==> config.mk <==
export PLATFORM = sky130hd
export DESIGN_NAME = uart_tx_fifo
export DESIGN_NICKNAME = d
export VERILOG_FILES = /design/src/rtl/uart_tx_fifo.sv
export SDC_FILE = /design/constraint.sdc
export NUM_CORES = 1
export LEC_CHECK = 0
export ABC_AREA = 1
export CORE_MARGIN = 4
export CORE_UTILIZATION = 55
export DETAILED_ROUTE_END_ITERATION = 16
export GPL_ROUTABILITY_DRIVEN = 0
export GPL_TIMING_DRIVEN = 0
export PLACE_DENSITY = 0.84
export SLEW_MARGIN = 20
export SYNTH_ARGS = -nofsm -noshare
export SYNTH_HDL_FRONTEND = slang
export SYNTH_SLANG_ARGS = --single-unit
==> constraint.sdc <==
create_clock -name clk -period 3 [get_ports clk]
set_input_delay 0.9 -clock clk [delete_from_list [all_inputs] [get_ports clk]]
set_output_delay 0.9 -clock clk [all_outputs]
set_load 0.01 [all_outputs]
==> src/rtl/uart_tx_fifo.sv <==
// uart_tx_fifo: UART transmitter with an internal bit timer and a small transmit FIFO.
// Words enter through a valid/ready handshake and are sent LSB first as
// start / data / optional parity / 1-2 stop bits. Queued words go out back-to-back.
module uart_tx_fifo #(
   parameter int DATA_W       = 8,
   parameter int CLKS_PER_BIT = 16,
   parameter int PARITY_EN    = 0,
   parameter int PARITY_ODD   = 0,
   parameter int STOP_BITS    = 1,
   parameter int FIFO_DEPTH   = 4
) (
   input  logic                              clk,
   input  logic                              resetn,
   input  logic [DATA_W-1:0]                 tx_data,
   input  logic                              tx_valid,
   output logic                              tx_ready,
   output logic                              tx_out,
   output logic                              busy,
   output logic [$clog2(FIFO_DEPTH+1)-1:0]   fifo_count
);

   localparam int CW = $clog2(FIFO_DEPTH + 1);
   localparam int AW = $clog2(FIFO_DEPTH);
   localparam int TW = $clog2(CLKS_PER_BIT);
   localparam int IW = $clog2(DATA_W);

   localparam logic [TW-1:0] TIMER_LAST = TW'(CLKS_PER_BIT - 1);
   localparam logic [IW-1:0] BIT_LAST   = IW'(DATA_W - 1);
   localparam logic [CW-1:0] FULL_COUNT = CW'(FIFO_DEPTH);
   localparam logic          HAS_PARITY = (PARITY_EN != 0);
   localparam logic          ODD        = (PARITY_ODD != 0);
   localparam logic          STOP_LAST  = (STOP_BITS == 2);

   typedef enum logic [2:0] {IDLE, START, DATA, PARITY, STOP} state_e;

   state_e              state_q;
   logic [TW-1:0]       timer_q;
   logic [IW-1:0]       bitIdx_q;
   logic                stopIdx_q;
   logic [DATA_W-1:0]   shift_q;
   logic                parityBit_q;
   logic                txOut_q;
   logic                busy_q;

   logic [DATA_W-1:0]   mem_q [FIFO_DEPTH];
   logic [AW-1:0]       wrPtr_q, wrPtr_d;
   logic [AW-1:0]       rdPtr_q, rdPtr_d;
   logic [CW-1:0]       count_q, count_d;

   logic                push;
   logic                pop;
   logic                bitEnd;
   logic [DATA_W-1:0]   popData;

   assign tx_ready   = (count_q != FULL_COUNT);
   assign fifo_count = count_q;
   assign tx_out     = txOut_q;
   assign busy       = busy_q;
   assign push       = tx_valid && tx_ready;
   assign popData    = mem_q[rdPtr_q];

   // Decide when the FSM takes a word (idle, or the very last stop-bit cycle) and the FIFO next state.
   always_comb begin
      bitEnd  = (timer_q == TIMER_LAST);
      pop     = (count_q != '0) &&
                ((state_q == IDLE) || ((state_q == STOP) && bitEnd && (stopIdx_q == STOP_LAST)));
      wrPtr_d = push ? wrPtr_q + AW'(1) : wrPtr_q;
      rdPtr_d = pop  ? rdPtr_q + AW'(1) : rdPtr_q;
      count_d = count_q;
      case ({push, pop})
         2'b10:   count_d = count_q + CW'(1);
         2'b01:   count_d = count_q - CW'(1);
         default: count_d = count_q;
      endcase
   end

   // FIFO storage has no reset; stale contents are unreachable once the pointers are cleared.
   always_ff @(posedge clk) begin
      if (push) mem_q[wrPtr_q] <= tx_data;
   end

   // FIFO pointers and occupancy; reset discards anything queued.
   always_ff @(posedge clk or negedge resetn) begin
      if (!resetn) begin
         wrPtr_q <= '0;
         rdPtr_q <= '0;
         count_q <= '0;
      end else begin
         wrPtr_q <= wrPtr_d;
         rdPtr_q <= rdPtr_d;
         count_q <= count_d;
      end
   end

   // Frame sequencer; tx_out and busy are set on the transition into each state so they stay registered.
   always_ff @(posedge clk or negedge resetn) begin
      if (!resetn) begin
         state_q     <= IDLE;
         timer_q     <= '0;
         bitIdx_q    <= '0;
         stopIdx_q   <= 1'b0;
         shift_q     <= '0;
         parityBit_q <= 1'b0;
         txOut_q     <= 1'b1;
         busy_q      <= 1'b0;
      end else begin
         case (state_q)
            IDLE: begin
               if (pop) begin
                  shift_q     <= popData;
                  parityBit_q <= (^popData) ^ ODD;
                  state_q     <= START;
                  timer_q     <= '0;
                  txOut_q     <= 1'b0;
                  busy_q      <= 1'b1;
               end
            end
            START: begin
               if (bitEnd) begin
                  state_q  <= DATA;
                  timer_q  <= '0;
                  bitIdx_q <= '0;
                  txOut_q  <= shift_q[0];
               end else begin
                  timer_q <= timer_q + TW'(1);
               end
            end
            DATA: begin
               if (bitEnd) begin
                  timer_q <= '0;
                  if (bitIdx_q == BIT_LAST) begin
                     if (HAS_PARITY) begin
                        state_q <= PARITY;
                        txOut_q <= parityBit_q;
                     end else begin
                        state_q   <= STOP;
                        stopIdx_q <= 1'b0;
                        txOut_q   <= 1'b1;
                     end
                  end else begin
                     bitIdx_q <= bitIdx_q + IW'(1);
                     shift_q  <= shift_q >> 1;
                     txOut_q  <= shift_q[1];
                  end
               end else begin
                  timer_q <= timer_q + TW'(1);
               end
            end
            PARITY: begin
               if (bitEnd) begin
                  state_q   <= STOP;
                  timer_q   <= '0;
                  stopIdx_q <= 1'b0;
                  txOut_q   <= 1'b1;
               end else begin
                  timer_q <= timer_q + TW'(1);
               end
            end
            STOP: begin
               if (bitEnd) begin
                  timer_q <= '0;
                  if (stopIdx_q == STOP_LAST) begin
                     if (pop) begin
                        shift_q     <= popData;
                        parityBit_q <= (^popData) ^ ODD;
                        state_q     <= START;
                        txOut_q     <= 1'b0;
                     end else begin
                        state_q <= IDLE;
                        txOut_q <= 1'b1;
                        busy_q  <= 1'b0;
                     end
                  end else begin
                     stopIdx_q <= 1'b1;
                  end
               end else begin
                  timer_q <= timer_q + TW'(1);
               end
            end
            default: begin
               state_q <= IDLE;
               txOut_q <= 1'b1;
               busy_q  <= 1'b0;
            end
         endcase
      end
   end

endmodule

==> out/metrics.cfg <==
[power_and_ir_drop]
p_leak_nw=1.41
p_total_mw=2.14
power.density_nw_per_um2=666
max-vdd-ir-drop_mv=0.929

[global_route]
first_global_vias=1980
overflow=0
use_met3_pct=5.44
grt_usage_pct=19.1
use_met2_pct=32.3
met1_usage_pct=22.3
grt_max_degree=28
grt_antenna_before_repair=0
grt_pass1_wl_um=8930
top_usage_layer=met2

[synth]
synth_top_area_share_pct=34.7
synth_ff_type=edfxtp_1
synthCells=285
synth_largest_area_cell=edfxtp_1
synth-async-reset-ratio_pct=45.8
synth_seq_cells=59
synth_cell_types=27
yosysWarnings=0
synth_nets=305
syn_area_sq_um=2770
synth-edff-count=32
ys_top_cells_by_area=edfxtp_1 35%, dfrtp_1 24%, nand2_1 11%
syn_avg_cell_area_sq_um=9.71
synth_seq_area_share_pct=59.2

[worst_setup_path]
crit_chain=inv_1 -> nand3_1 -> clkdlybuf4s50_1
crit_path_start=fifo_count[0]
max_stage_delay_ns=0.56
r2r_cells=11
reg2reg_from=timer_q[0]
worst_setup_path_end_kind=output pin
crit_end=tx_ready
r2r-end=fifo_count[2]
cp_max_fo=4
crit_required_ns=2.10
worstPathArrival_ns=1.52
critical_path_class=flip-flop to output pin
startpoint_type=flip-flop
cp_slowest_cell=clkdlybuf4s50_1
ff2ff_setup_slack_ns=0.65

[cts]
ctsHoldBuffers=0
htreeDepth=3
insertion_delay_ns=0.34
clk_pin_slew_ns=0.07
cts-root-buf=clkbuf_8
clkSinkCount=59
tritoncts=yes
cts_inserted_buffers=9
cts_max_path_buffers=2
cts_resized=0
post-cts-setup-buffer-count=0

[sta]
drv_slew=0
max_freq_mhz=414
fin_crit_ns=2.42
worst_slew_pin_slew_ns=0.781
max-slew-margin-rel_pct=47.8
finalClockSkew_ns=0.00903
worst_slack_ns=0.583
hold_violations=0
rsz0062_at_grt=false
timing.final.crit_share_pct=80.6
finalSetupTns_ns=0
setup_viol=0

[detailed_routing]
vias_per_cell=5.17
drc=0
postRouteAntennaNets=0
post_drt_wl_per_cell_um=13.4
drtIter0Drc=159
first_pass_iters=4
route.final.wire_length_um=5160
vias=1987

[placement]
dpl.hpwl_um=3320
port_buffers=16
placed_cells=368
dp_slack_ns=0.239

[final_layout]
multi_input_area_sq_um=975
nFillCells=372
register_area_sq_um=1640
diodes=0
drive_gt1_share_pct=12.0
nets=332
area_delta_synth_final_pct=16.5
fin_cells=384

[job]
drv_cap=0

[floorplan]
start_util_pct=57.8
io_pins=17
core-area_sq_um=4790
die_area_sq_um=6230
rows=25
die_x_um=78.9
die_h_um=78.9

[status]
status=finished, final reports clean

[hold_path]
whs_path_depth=2
worstHoldPathType=flip-flop to flip-flop

[cell usage after synthesis (all sizes together), types with 3 or more instances]
library cell  instances
a21oi                12
buf                   6
dfrtp                26
edfxtp               32
ha                    8
inv                  28
nand2                82
nand3                40
nand4                 7
nor2                 25
o21ai                11
xor2                  3
[registers in the layout, summed over array words and instances (netlist names)]
name / flops
mem_q: 32
shift_q: 8
timer_q: 4
bitIdx_q: 3
fifo_count: 3
state_q: 3
rdPtr_q: 2
wrPtr_q: 2
busy: 1
tx_out: 1
[layout make-up]
cell class / instances / share of cell area (%)
buffer: 7 / 1.51
clock buffer: 9 / 3.84
clock inverter: 7 / 2.87
inverter: 28 / 3.26
multi-input combinational: 191 / 30.3
sequential: 59 / 50.8
tap: 67 / 2.60
timing repair buffer: 16 / 4.82
[critical path, delay by kind of cell, from the launching register on]
family                 cells  cell delay (ns)
buffers and inverters      2             0.64
and+or+nand+nor            1             0.12
DFF                        1             0.43
[worst min path at each step]
stage / end / start / slack (ns)
after floorplan: bitIdx_q[0] / bitIdx_q[0] / 0.46
after global placement: busy / busy / 0.46
after detailed placement: busy / busy / 0.46
after CTS: busy / busy / 0.48
after global routing: busy / busy / 0.49
final: busy / busy / 0.47
[stage by stage]
| stage | hold WS [ns] | instance area (sq um) | utilization (%) |
|---|---|---|---|
| CTS | 0.481 | 3220 | 67.3 |
| detailed placement | 0.463 | 3010 | 62.8 |
| finish | 0.474 | 3220 | 67.3 |
| global placement | 0.459 | 3010 | 62.9 |
| floorplan | 0.457 | 2770 | - |
| global route | 0.494 | 3220 | 67.3 |
[layout by cell type (no fill, tap or decap), types with 2 or more instances in the layout]
cell type	count
nand4_1	7
inv_1	24
clkdlybuf4s50_1	15
nor2_2	2
nand2_2	2
buf_2	4
edfxtp_1	32
clkinvlp_4	3
nor2_1	20
o21ai_0	7
bufinv_16	2
clkbuf_8	9
ha_1	8
clkinv_2	2
xor2_1	3
nand2_1	79
buf_6	2
a21oi_1	11
inv_2	4
dfrtp_1	26
nor2_4	3
nand3_1	39
o21ai_1	4
[power by group]
group	internal (mW)	total (mW)	switching, mW
logic	0.125	0.319	0.193
clock network	0.464	0.789	0.325
registers	0.988	1.04	0.0494
[cells by family (layout without fill, tap and decap cells)]
logic type	count (synthesis)	count (layout)	share of synthesized area [%]
and+or+nand+nor	154	154	25.0
DFF	59	59	59.2
buffers and inverters	35	67	5.56
AOI/OAI and AO/OA	23	23	4.30
adders and majority gates	9	9	4.34
xor gates and xnor gates	4	4	1.27
muxes	1	1	0.362
[routing by layer]
metal,vias up,share of wire [%]
li1,1000,-
met1,935,43
met2,41,51
met3,11,4.0
met4,0,2.0
met5,-,0
Power figures use the tool's default switching activity.
